$ cat src/rtl/imem_ctrl_pkg.sv
// -----------------------------------------------------------------------------
// imem_ctrl_pkg
// Shared definitions for the instruction-memory boot loader: the loader state
// encoding, the default memory size and the number of bytes in a word.
// -----------------------------------------------------------------------------
package imem_ctrl_pkg;

   localparam int unsigned MEM_BYTES_DEFAULT = 1024;
   localparam int unsigned BYTES_PER_WORD    = 4;

   typedef enum logic [1:0] {
      IDLE  = 2'd0,
      LOAD  = 2'd1,
      DRAIN = 2'd2,
      DONE  = 2'd3
   } loader_state_e;

endpackage

$ cat src/rtl/imem_boot_loader_if.sv
// -----------------------------------------------------------------------------
// imem_boot_loader_if
// Bundles the two buses the boot loader sits between:
//   - byte stream from the host/debug source: in_valid, in_data, in_ready
//   - instruction memory byte write port:     mem_we, mem_addr, mem_wdata
// Modports:
//   master : the loader (consumes the stream, drives the memory write port)
//   slave  : the environment (byte source plus instruction memory)
// -----------------------------------------------------------------------------
interface imem_boot_loader_if #(
   parameter int unsigned ADDR_W = 10
) ();

   logic              in_valid;
   logic [7:0]        in_data;
   logic              in_ready;

   logic              mem_we;
   logic [ADDR_W-1:0] mem_addr;
   logic [7:0]        mem_wdata;

   modport master (
      input  in_valid, in_data,
      output in_ready, mem_we, mem_addr, mem_wdata
   );

   modport slave (
      output in_valid, in_data,
      input  in_ready, mem_we, mem_addr, mem_wdata
   );

endinterface

$ cat src/rtl/imem_boot_loader.sv
// -----------------------------------------------------------------------------
// imem_boot_loader
// Fills the byte-addressed instruction memory from an external byte stream and
// holds the core in stall until the image is complete. Bytes arrive MSB of each
// word first and are written to ascending addresses, giving big-endian words.
//
// Ports:
//   CLK         single clock, rising edge
//   Reset       synchronous, active-high reset
//   start       one-cycle load request, honoured in IDLE and DONE only
//   len_words   number of 32-bit words to load, sampled with start
//   bus         imem_boot_loader_if.master: byte stream in, memory write out
//   core_stall  holds core PC and fetch while high
//   load_done   high while the loader sits in DONE
//   load_err    one-cycle pulse when a start is rejected (image too large)
// -----------------------------------------------------------------------------
module imem_boot_loader
   import imem_ctrl_pkg::*;
#(
   parameter int unsigned MEM_BYTES = MEM_BYTES_DEFAULT,
   parameter int unsigned ADDR_W    = $clog2(MEM_BYTES)
) (
   input  logic              CLK,
   input  logic              Reset,
   input  logic              start,
   input  logic [ADDR_W-2:0] len_words,
   imem_boot_loader_if.master bus,
   output logic              core_stall,
   output logic              load_done,
   output logic              load_err
);

   // Largest legal request in words; fits in ADDR_W bits for any power-of-two size.
   localparam logic [ADDR_W-1:0] MAX_WORDS = ADDR_W'(MEM_BYTES / BYTES_PER_WORD);

   loader_state_e     state_q,  state_d;
   logic [ADDR_W:0]   cnt_q,    cnt_d;
   logic [ADDR_W:0]   target_q, target_d;
   logic              we_q,     we_d;
   logic [ADDR_W-1:0] addr_q,   addr_d;
   logic [7:0]        wdata_q,  wdata_d;
   logic              stall_q,  stall_d;
   logic              done_q,   done_d;
   logic              err_q,    err_d;

   logic              xfer;
   logic              too_long;
   logic [ADDR_W:0]   len_bytes;

   // Four bytes per word: the byte target is len_words shifted left by two.
   assign len_bytes = {len_words, 2'b00};
   assign too_long  = {1'b0, len_words} > MAX_WORDS;

   // in_ready is decoded straight from state so a byte can move every cycle.
   assign bus.in_ready = (state_q == LOAD);
   assign xfer         = bus.in_valid && (state_q == LOAD);

   always_comb begin
      // NOTE: every signal gets a default before the case so no path leaves it
      // unassigned, which would otherwise infer a latch.
      state_d  = state_q;
      cnt_d    = cnt_q;
      target_d = target_q;
      we_d     = 1'b0;
      addr_d   = addr_q;
      wdata_d  = wdata_q;
      err_d    = 1'b0;

      case (state_q)
         IDLE, DONE: begin
            if (start) begin
               if (too_long) begin
                  err_d = 1'b1;
               end else if (len_words == '0) begin
                  state_d = DONE;
               end else begin
                  target_d = len_bytes;
                  cnt_d    = '0;
                  state_d  = LOAD;
               end
            end
         end
         LOAD: begin
            if (xfer) begin
               we_d    = 1'b1;
               addr_d  = cnt_q[ADDR_W-1:0];
               wdata_d = bus.in_data;
               cnt_d   = cnt_q + 1'b1;
               if ((cnt_q + 1'b1) == target_q) begin
                  state_d = DRAIN;
               end
            end
         end
         DRAIN: begin
            // The final byte's write is on the port this cycle.
            state_d = DONE;
         end
         default: begin
            state_d = IDLE;
         end
      endcase

      // Stall drops only once DONE has been occupied for a full cycle and is
      // staying put; leaving DONE for LOAD raises it again on the same edge.
      stall_d = !((state_q == DONE) && (state_d == DONE));
      done_d  = (state_d == DONE);
   end

   always_ff @(posedge CLK) begin
      // NOTE: Reset is sampled on the clock edge (synchronous), so it lives inside
      // the edge-triggered block and overrides any start seen on the same edge.
      if (Reset) begin
         state_q  <= IDLE;
         cnt_q    <= '0;
         target_q <= '0;
         we_q     <= 1'b0;
         addr_q   <= '0;
         wdata_q  <= '0;
         stall_q  <= 1'b1;
         done_q   <= 1'b0;
         err_q    <= 1'b0;
      end else begin
         // NOTE: non-blocking assignments so every flop samples pre-edge values.
         state_q  <= state_d;
         cnt_q    <= cnt_d;
         target_q <= target_d;
         we_q     <= we_d;
         addr_q   <= addr_d;
         wdata_q  <= wdata_d;
         stall_q  <= stall_d;
         done_q   <= done_d;
         err_q    <= err_d;
      end
   end

   assign bus.mem_we    = we_q;
   assign bus.mem_addr  = addr_q;
   assign bus.mem_wdata = wdata_q;
   assign core_stall    = stall_q;
   assign load_done     = done_q;
   assign load_err      = err_q;

endmodule
$ cat src/flat_wrapper.sv
// flat-port wrapper written by rule: the top's interface ports become plain ports
module imem_boot_loader_flat import imem_ctrl_pkg::*;
#(
   parameter int unsigned MEM_BYTES = MEM_BYTES_DEFAULT,
   parameter int unsigned ADDR_W    = $clog2(MEM_BYTES)
)
  (CLK, Reset, start, len_words, core_stall, load_done, load_err, bus_in_valid, bus_in_data, bus_in_ready, bus_mem_we, bus_mem_addr, bus_mem_wdata);
  imem_boot_loader_if #(.ADDR_W(ADDR_W)) bus_i ();
  input  logic CLK;
  input  logic Reset;
  input  logic start;
  input  logic [ADDR_W-2:0] len_words;
  output logic core_stall;
  output logic load_done;
  output logic load_err;
  input wire logic [$bits(bus_i.in_valid)-1:0] bus_in_valid;
  input wire logic [$bits(bus_i.in_data)-1:0] bus_in_data;
  output wire logic [$bits(bus_i.in_ready)-1:0] bus_in_ready;
  output wire logic [$bits(bus_i.mem_we)-1:0] bus_mem_we;
  output wire logic [$bits(bus_i.mem_addr)-1:0] bus_mem_addr;
  output wire logic [$bits(bus_i.mem_wdata)-1:0] bus_mem_wdata;
  assign bus_i.in_valid = bus_in_valid;
  assign bus_i.in_data = bus_in_data;
  assign bus_in_ready = bus_i.in_ready;
  assign bus_mem_we = bus_i.mem_we;
  assign bus_mem_addr = bus_i.mem_addr;
  assign bus_mem_wdata = bus_i.mem_wdata;
  imem_boot_loader #(.MEM_BYTES(MEM_BYTES), .ADDR_W(ADDR_W)) u_core (.CLK(CLK), .Reset(Reset), .start(start), .len_words(len_words), .bus(bus_i), .core_stall(core_stall), .load_done(load_done), .load_err(load_err));
endmodule
$ cat config.mk
export PLATFORM = sky130hd
export DESIGN_NAME = imem_boot_loader_flat
export DESIGN_NICKNAME = d
export VERILOG_FILES = /design/src/rtl/imem_ctrl_pkg.sv /design/src/rtl/imem_boot_loader_if.sv /design/src/rtl/imem_boot_loader.sv /design/src/flat_wrapper.sv
export SDC_FILE = /design/constraint.sdc
export NUM_CORES = 1
export LEC_CHECK = 0
export CAP_MARGIN = 20
export CORE_MARGIN = 2
export CORE_UTILIZATION = 45
export CTS_BUF_LIST = sky130_fd_sc_hd__clkbuf_2
export CTS_CLUSTER_DIAMETER = 120
export CTS_CLUSTER_SIZE = 40
export DETAILED_ROUTE_END_ITERATION = 7
export MAX_ROUTING_LAYER = met4
export PLACE_DENSITY = 0.72
export SLEW_MARGIN = 20
export SYNTH_ARGS = -nofsm -noshare
export SYNTH_HDL_FRONTEND = slang
export SYNTH_SLANG_ARGS = --single-unit
$ cat constraint.sdc
create_clock -name CLK -period 3.9 [get_ports CLK]
set_input_delay 1.17 -clock CLK [delete_from_list [all_inputs] [get_ports CLK]]
set_output_delay 1.17 -clock CLK [all_outputs]
set_load 0.03 [all_outputs]
* Word level (Yosys, flattened, before mapping)
Cells that the tools add are included.
** Storage, ports and cells
- Input port bits :: 21
- Flip-flop bits (word level) :: 44
- Output and inout bits :: 23
** Operators by class
- $lt $le $gt $ge :: 1
- Muxes and demuxes :: 13
- $add $sub $neg :: 1
- Bitwise operators :: 5
- Equality and inequality tests :: 9
- Reduce and logical (&&, ||, !) cells :: 12
** Operators by type and width (number)
- $mux W11 :: 4
- $pmux W11 S2 :: 1
- $add A11 B1 Y11 const B :: 1
- $eq A11 B11 Y1 :: 1
- $mux W2 :: 5
- $gt A9 B9 Y1 const B :: 1
- $logic_not A9 Y1 :: 1
- $eq A2 B2 Y1 const B :: 3
- $ne A2 B2 Y1 const B :: 3
- $pmux W2 S3 :: 1
- $not A1 Y1 :: 5
- $reduce_and A5 Y1 :: 1
- $reduce_and A4 Y1 :: 1
- $reduce_or A2 Y1 :: 2
- $reduce_or A3 Y1 :: 1
- $eq A2 B1 Y1 const B :: 1
- $logic_and A1 B1 Y1 :: 2
- $logic_not A2 Y1 :: 1
- $mux W1 :: 2
- $ne A2 B1 Y1 const B :: 1
- $reduce_and A2 Y1 :: 1
- $reduce_bool A2 Y1 :: 1
- $logic_not A1 Y1 :: 1

* Depth between registers and ports, before layout
Gate-level depths: netlist (run 1).
- Word-level depth :: 8
- Mapped depth :: 10
- Mapped depth without buffers :: 10

* Worst setup path before layout (run 1)
Ideal clock, no wire load.
- Path type :: input -> register
- Start :: input port len_words[0]
- End :: register u_core.cnt_q[9]
- Stages on the path :: 9
- Data required time :: 3.809 ns
- Path buffers :: 1
- Data arrival time :: 2.833 ns
- Path slack :: 0.977 ns
- Cell sequence :: nor4_1 nand2_1 ha_1 nand2b_1 o21ai_0 and2_1 clkbuf_1 a41oi_1 a311oi_1
** On the way
- Longest elaborated chain between the ends :: 3
- Elaborated cells between the ends (all ways) :: 5
- Classes of those cells :: 1 x order compare; 2 x eq/ne; 2 x reduce/logical
** RTL lines
- from (decl) :: line flat_wrapper.sv:12 : input logic [ADDR_W-2:0] len_words;
- $gt A9 B9 Y1 :: line imem_boot_loader.sv:52 : assign too_long = {1'b0, len_words} > MAX_WORDS;
- named net u_core.too_long :: line imem_boot_loader.sv:47 : logic too_long;
- $ne A2 B2 Y1 (no source line)
- $reduce_and A5 Y1 (no source line)
- to (signal assigned) :: line imem_boot_loader.sv:125 : cnt_q <= cnt_d;
- to (decl) :: line imem_boot_loader.sv:37 : logic [ADDR_W:0] cnt_q, cnt_d;
The timed path passes the listed nets, and every way through them passes these cells.
A chain may end at the register's enable or synchronous reset.

* Final worst setup path (run 1)
- Start :: input port len_words[4]
- End :: register u_core.stall_q (netlist: u_core.core_stall)
** On the way
- Elaborated cells between the ends (all ways) :: 9
- Classes of those cells :: 1 x order compare; 1 x eq/ne; 4 x mux; 3 x reduce/logical
** RTL lines
- $gt A9 B9 Y1 :: line imem_boot_loader.sv:52
- named net u_core.too_long :: line imem_boot_loader.sv:47
- $mux W2 :: line imem_boot_loader.sv:72 : if (too_long) begin
- $mux W2 :: line imem_boot_loader.sv:71 : if (start) begin
- $pmux W2 S3 :: line imem_boot_loader.sv:69 : case (state_q)
- $eq A2 B2 Y1 :: line imem_boot_loader.sv:105 : stall_d = !((state_q == DONE) && (state_d == DONE));
- $logic_and A1 B1 Y1 :: line imem_boot_loader.sv:105
- $logic_not A1 Y1 :: line imem_boot_loader.sv:105
- to (signal assigned) :: line imem_boot_loader.sv:130 : stall_q <= stall_d;
- to (decl) :: line imem_boot_loader.sv:42 : logic stall_q, stall_d;
The timed path passes the listed nets, and every way through them passes these cells.

==> results of run 1 <==
-- worst max-delay path, delay by kind of cell --
family | cells | cell delay [ps]
buf+inv | 1 | 420
compound gates | 3 | 890
fa+ha+maj | 1 | 210
simple gates | 5 | 820
-- per-stage QoR --
step	cells	utilization [%]	power, mW
6_report	359	58.73	1.101
3_5_place_dp	351	57.20	0.8508
5_1_grt	359	58.73	1.173
3_3_place_gp	351	57.20	0.8439
4_1_cts	359	58.73	1.107
2_1_floorplan	272	-	0.7422
-- sequential cells by signal (all words and copies together) (netlist names) --
name and cells:
u_core.bus.mem_addr 10, u_core.bus.mem_wdata 8, u_core.bus.mem_we 1, u_core.cnt_q 11, u_core.core_stall 1, u_core.load_done 1
u_core.load_err 1, u_core.state_q 2, u_core.target_q 9
-- placed cells by master, fill, tap and decap left out, types with 2 or more instances in the layout --
master,n
a211oi_1,2
a21o_1,2
a21oi_1,41
a311oi_1,3
and2_1,3
and3_1,2
buf_4,2
clkbuf_2,5
clkdlybuf4s50_1,43
dfxtp_1,44
ha_1,6
inv_1,5
nand2_1,70
nand3_1,5
nand3b_1,2
nor2_1,15
nor3_1,8
nor4_1,4
o21ai_0,9
or3_1,2
xnor2_1,6
xor2_1,6
-- power groups by stage --
stage / registers, mW / clock network [mW] / logic [mW]
6_report: 0.509 / 0.258 / 0.333
5_1_grt: 0.515 / 0.281 / 0.377
4_1_cts: 0.510 / 0.264 / 0.334
3_5_place_dp: 0.519 / 0 / 0.332
3_3_place_gp: 0.518 / 0 / 0.326
2_1_floorplan: 0.542 / 0 / 0.200
-- area by class of cell --
type | instances | area (µm²)
Fill cell | 412 | 1822
Multi-Input combinational cell | 205 | 1115
Sequential cell | 44 | 880.8
Timing Repair Buffer | 45 | 445.4
Tap cell | 52 | 65.06
Clock inverter | 3 | 42.54
Clock buffer | 5 | 25.02
Inverter | 5 | 18.77
-- cells in the mapped netlist (all sizes together) (2+ instances only) --
cell,count
a211oi,2
clkbuf,14
a21oi,41
and2,3
nand3,6
nor4,4
o21ai,9
a21o,3
and4,2
nor2,15
ha,6
xor2,6
xnor2,6
nand3b,2
a311oi,3
dfxtp,44
or3,2
inv,5
buf,4
and3,2
nor3,8
nand2,70
-- cells by family after synthesis --
group,share of synthesized area (%)
simple gates,27.27
flops,42.00
buf+inv,4.833
fa+ha+maj,3.580
xor+xnor,5.012
compound gates,17.30
-- worst paths after layout --
| kind | start | to | slack (ps) | depth (start not counted) |
|---|---|---|---|---|
| worst max-delay path | len_words[4] | u_core.core_stall$_SDFF_PP1_ | 700 | 10 |
| worst min-delay path | u_core.bus.mem_addr[5]$_SDFFE_PP0P_ | u_core.bus.mem_addr[5]$_SDFFE_PP0P_ | 470 | 2 |
| worst max register to register | u_core.cnt_q[0]$_SDFFE_PP0P_ | u_core.state_q[1]$_SDFF_PP0_ | 1610 | 7 |
| worst min register to register | u_core.bus.mem_addr[5]$_SDFFE_PP0P_ | u_core.bus.mem_addr[5]$_SDFFE_PP0P_ | 470 | 2 |
-- routing by layer --
layer / vias up / share of wire [%]
met4: 0 / 1.3
met2: 39 / 47
li1: 999 / -
met5: - / 0
met3: 6 / 4.1
met1: 852 / 47
==> impl_metrics.py, run 1 <==
metrics = {
    "synth": {
        "ys_seq_elements": 44,
        "netlist_area_um2": 2097,
        "ys.flop_type": "dfxtp_1",
        "synthTopCellsByArea": "dfxtp_1 (42%), nand2_1 (13%), a21oi_1 (9.8%), ha_1 (3.6%), nor2_1 (2.7%)",
        "avgSynthCellArea_um2": 7.710,
        "synth-edff-count": 0,
        "synth_top_area_share_pct": 42.00,
        "yosys_warnings": 0,
        "yosysSeqAreaShare_pct": 42.00,
        "syn-num-nets": 299,
        "synthCells": 272,
        "yosysTopAreaCell": "dfxtp_1",
        "async_flop_share_pct": 0,
        "yosys.cell_types.count": 43,
    },
    "power_and_ir_drop": {
        "vdd_drop_max_mv": 0.2217,
        "intPower_uw": 719.8,
        "p_sw_share_pct": 34.60,
        "power-per-cell-area_nw_per_um2": 424.5,
        "p_seq_share_pct": 46.3,
        "netSwitchingPower_uw": 380.8,
        "pwr-share-clk_pct": 23.5,
        "p_comb_share_pct": 30.3,
        "cellLeakagePower_nw": 0.9189,
    },
    "clocking": {
        "cts.sinks": 44,
        "cts.path.max_buffers": 2,
        "clk_pin_slew_ps": 220,
        "post_cts_buffers": 0,
        "tritoncts": "built",
        "htree_levels": 2,
        "cts_root_buf": "clkbuf_2",
        "insertion_delay_ps": 410,
        "cts_resized": 0,
        "postCtsHoldBufs": 0,
        "numCtsBuffers": 5,
    },
    "global_route": {
        "grt_pass1_wl_um": 7755,
        "first_global_vias": 1704,
        "met3_usage_pct": 4.167,
        "globalRoute.totalOverflow": 0,
        "grt_usage_pct": 19.36,
        "gr-usage-met2_pct": 29.26,
        "antenna_found_initial": 0,
        "met1_usage_pct": 25.87,
        "grt_max_degree": 43,
        "top_usage_layer": "met2",
    },
    "cells_and_area": {
        "nets": 333,
        "drive_above_1_share_pct": 4.235,
        "diodes": 0,
        "area_growth_pct": 23.63,
        "final_cell_area_um2": 2592,
    },
    "timing": {
        "setup_viol": 0,
        "worstMarginPinSlew_ps": 635.7,
        "slew_violations": 0,
        "clock.fmax_mhz": 312.7,
        "timing.final.ws_setup_ps": 702.1,
        "relSlewSlack_pct": 56.52,
        "finalSetupTns_ps": 0,
        "hold_ws_ps": 465.8,
        "clock_skew_ps": 9.602,
        "hold_viol": 0,
        "post-route-min-period_ps": 3198,
        "rsz0062_at_grt": "no",
        "finalCritPeriodShare_pct": 82.00,
    },
    "place": {
        "gp_congestion": 0.8615,
        "hpwl_um": 3162,
        "pre_cts_ws_ps": 268.0,
        "numPortBuffers": 43,
        "dpl_cell_area_um2": 2525,
    },
    "route": {
        "drt_iter0_drc": 133,
        "wl_um": 4520,
        "antenna_left": 0,
        "num_vias": 1896,
        "wl_per_cell_um": 12.59,
        "drc": 0,
        "drt_pass1_iterations": 4,
        "drt-vias-per-instance": 5.281,
    },
    "critical_path": {
        "crit_path_max_fanout": 3,
        "start_kind": "input pin",
        "path_common_cell": "nand2_1",
        "critPathKind": "input pin to flip-flop",
        "path_cells": "clkdlybuf4s50_1 -> nor4_1 -> nand2_1 -> ha_1 -> nand2b_1 -> a21o_1 -> a2111oi_0 -> nand2_1 -> nor2_1 -> a21oi_1",
        "crit_slowest_cell": "a2111oi_0",
        "end_kind": "flip-flop",
        "max_stage_delay_ps": 620,
        "cp.required_ps": 4230,
        "crit_arrival_ps": 3530,
    },
    "floorplanning": {
        "start_util_pct": 47.51,
        "core_region_area_um2": 4414,
        "boundaryPins": 44,
        "rows": 24,
        "die_h_um": 72.27,
        "die_w_um": 72.27,
        "die_area_um2": 5222,
    },
    "flow_run": {
        "drv_cap": 0,
    },
    "outcome": {
        "status": "finished, final reports clean",
    },
    "min_path": {
        "hp-class": "flip-flop to flip-flop",
    },
}
Power figures use the tool's default switching activity.
==> inputs of run 2 (changes only) <==
Clock period 3.9 ns to 3.2 ns, I/O delays scaled along.
==> impl_metrics.py, run 2 (synthesis results as in run 1) <==
metrics = {
    "route": {
        "num_vias": 1970,
        "drt_iter0_drc": 190,
        "wl_um": 4665,
        "antenna_left": 0,
        "drt-vias-per-instance": 5.339,
        "drt_pass1_iterations": 4,
        "drc": 0,
        "wl_per_cell_um": 12.64,
    },
    "timing": {
        "timing.final.ws_setup_ps": 292.9,
        "hold_viol": 0,
        "rsz0062_at_grt": "no",
        "post-route-min-period_ps": 2907,
        "clock.fmax_mhz": 344.0,
        "setup_viol": 0,
        "worstMarginPinSlew_ps": 625.2,
        "slew_violations": 0,
        "clock_skew_ps": 18.48,
        "relSlewSlack_pct": 58.22,
        "hold_ws_ps": 467.4,
        "finalSetupTns_ps": 0,
        "finalCritPeriodShare_pct": 90.85,
    },
    "clocking": {
        "post_cts_buffers": 0,
        "htree_levels": 2,
        "cts.sinks": 44,
        "numCtsBuffers": 5,
        "cts_resized": 0,
        "cts.path.max_buffers": 2,
        "tritoncts": "built",
        "insertion_delay_ps": 420,
        "clk_pin_slew_ps": 230,
        "cts_root_buf": "clkbuf_2",
        "postCtsHoldBufs": 0,
    },
    "floorplanning": {
        "die_area_um2": 5222,
        "boundaryPins": 44,
        "start_util_pct": 47.51,
        "core_region_area_um2": 4414,
        "die_h_um": 72.27,
        "die_w_um": 72.27,
        "rows": 24,
    },
    "cells_and_area": {
        "area_growth_pct": 27.21,
        "final_cell_mix": "nand2_1 (70), dfxtp_1 (44), clkdlybuf4s50_1 (43)",
        "n_fill_cell": 418,
        "final_common_cell": "nand2_1",
        "multi_input_area_um2": 1115,
        "regArea_um2": 880.8,
        "largest_reg_flops": 11,
        "nets": 343,
        "drive_above_1_share_pct": 7.256,
        "fin_cells": 369,
        "diodes": 0,
        "top_register": "u_core.cnt_q",
    },
    "critical_path": {
        "reg2reg_depth": 7,
        "crit_arrival_ps": 3260,
        "end_kind": "flip-flop",
        "start_kind": "input pin",
        "critPathKind": "input pin to flip-flop",
        "cp.required_ps": 3560,
        "crit_slowest_cell": "a2111oi_0",
        "max_stage_delay_ps": 430,
        "path_common_cell": "nand2_1",
        "crit_cells": 11,
        "cp_top_family": "simple AND/OR/NAND/NOR gates",
        "cp_num_buf_inv": 2,
        "crit_path_max_fanout": 3,
        "path_cells": "clkdlybuf4s50_1 -> nor4_1 -> nand2_1 -> ha_1 -> nand2b_1 -> a21o_1 -> a2111oi_0 -> buf_4 -> nand2_1 -> nor2_1 -> a21oi_1",
    },
    "global_route": {
        "grt_usage_pct": 19.61,
        "first_global_vias": 1842,
        "globalRoute.totalOverflow": 0,
        "antenna_found_initial": 0,
        "grt_pass1_wl_um": 7941,
        "grt_max_degree": 43,
    },
    "place": {
        "gp_congestion": 0.8786,
        "hpwl_um": 3321,
        "placed_cells": 361,
        "pre_cts_ws_ps": -121.8,
        "numPortBuffers": 43,
    },
    "min_path": {
        "min_delay_path_depth": 2,
        "hp-class": "flip-flop to flip-flop",
    },
    "outcome": {
        "status": "finished, final reports clean",
    },
    "power_and_ir_drop": {
        "cellLeakagePower_nw": 0.9679,
        "power-per-cell-area_nw_per_um2": 524.3,
        "power_mw": 1.399,
        "vdd_drop_max_mv": 0.3023,
    },
    "flow_run": {
        "drv_cap": 0,
    },
}
==> run 2: per-layer routing <==
metal / up-vias / global-route usage [%] / wire (µm)
met2: 46 / 30.58 / 2170
met1: 897 / 24.61 / 2217
met5: - / - / 0
met3: 6 / 3.056 / 205
met4: 0 / 10.06 / 72
li1: 1021 / - / -
==> run 2: worst paths after layout <==
path / startpoint / endpoint / slack (ps)
max: len_words[0] / u_core.core_stall$_SDFF_PP1_ / 290
min: u_core.bus.mem_wdata[7]$_SDFFE_PP0P_ / u_core.bus.mem_wdata[7]$_SDFFE_PP0P_ / 470
max reg2reg: u_core.cnt_q[0]$_SDFFE_PP0P_ / u_core.state_q[1]$_SDFF_PP0_ / 980
min reg2reg: u_core.bus.mem_wdata[7]$_SDFFE_PP0P_ / u_core.bus.mem_wdata[7]$_SDFFE_PP0P_ / 470
==> run 2: metrics by stage <==
step | utilization [%] | cell area [µm²]
final | 60.43 | 2668
after CTS | 60.43 | 2668
after detailed placement | 58.90 | 2600
after global routing | 60.43 | 2668
after floorplan | - | 2097
after global placement | 58.90 | 2600
==> run 2: worst register-to-register path, delay by kind of cell (launching register included) <==
| family | cells | cell delay [ps] |
|---|---|---|
| simple gates | 3 | 930 |
| flops | 1 | 480 |
| compound gates | 2 | 370 |
| fa+ha+maj | 1 | 270 |
| xor+xnor | 1 | 120 |
==> run 2: cell type report <==
class	instances	area share [%]
clock inverter	3	1.595
multi-input combinational	205	41.79
clock buffer	5	0.9381
inverter	5	0.7036
timing repair buffer	55	19.51
tap	52	2.439
sequential	44	33.02
==> run 2: where the power goes <==
part | leakage, nW | switching (mW) | internal [mW]
registers | 0.356 | 0.0304 | 0.590
clock network | 0.0406 | 0.187 | 0.131
logic | 0.571 | 0.260 | 0.200
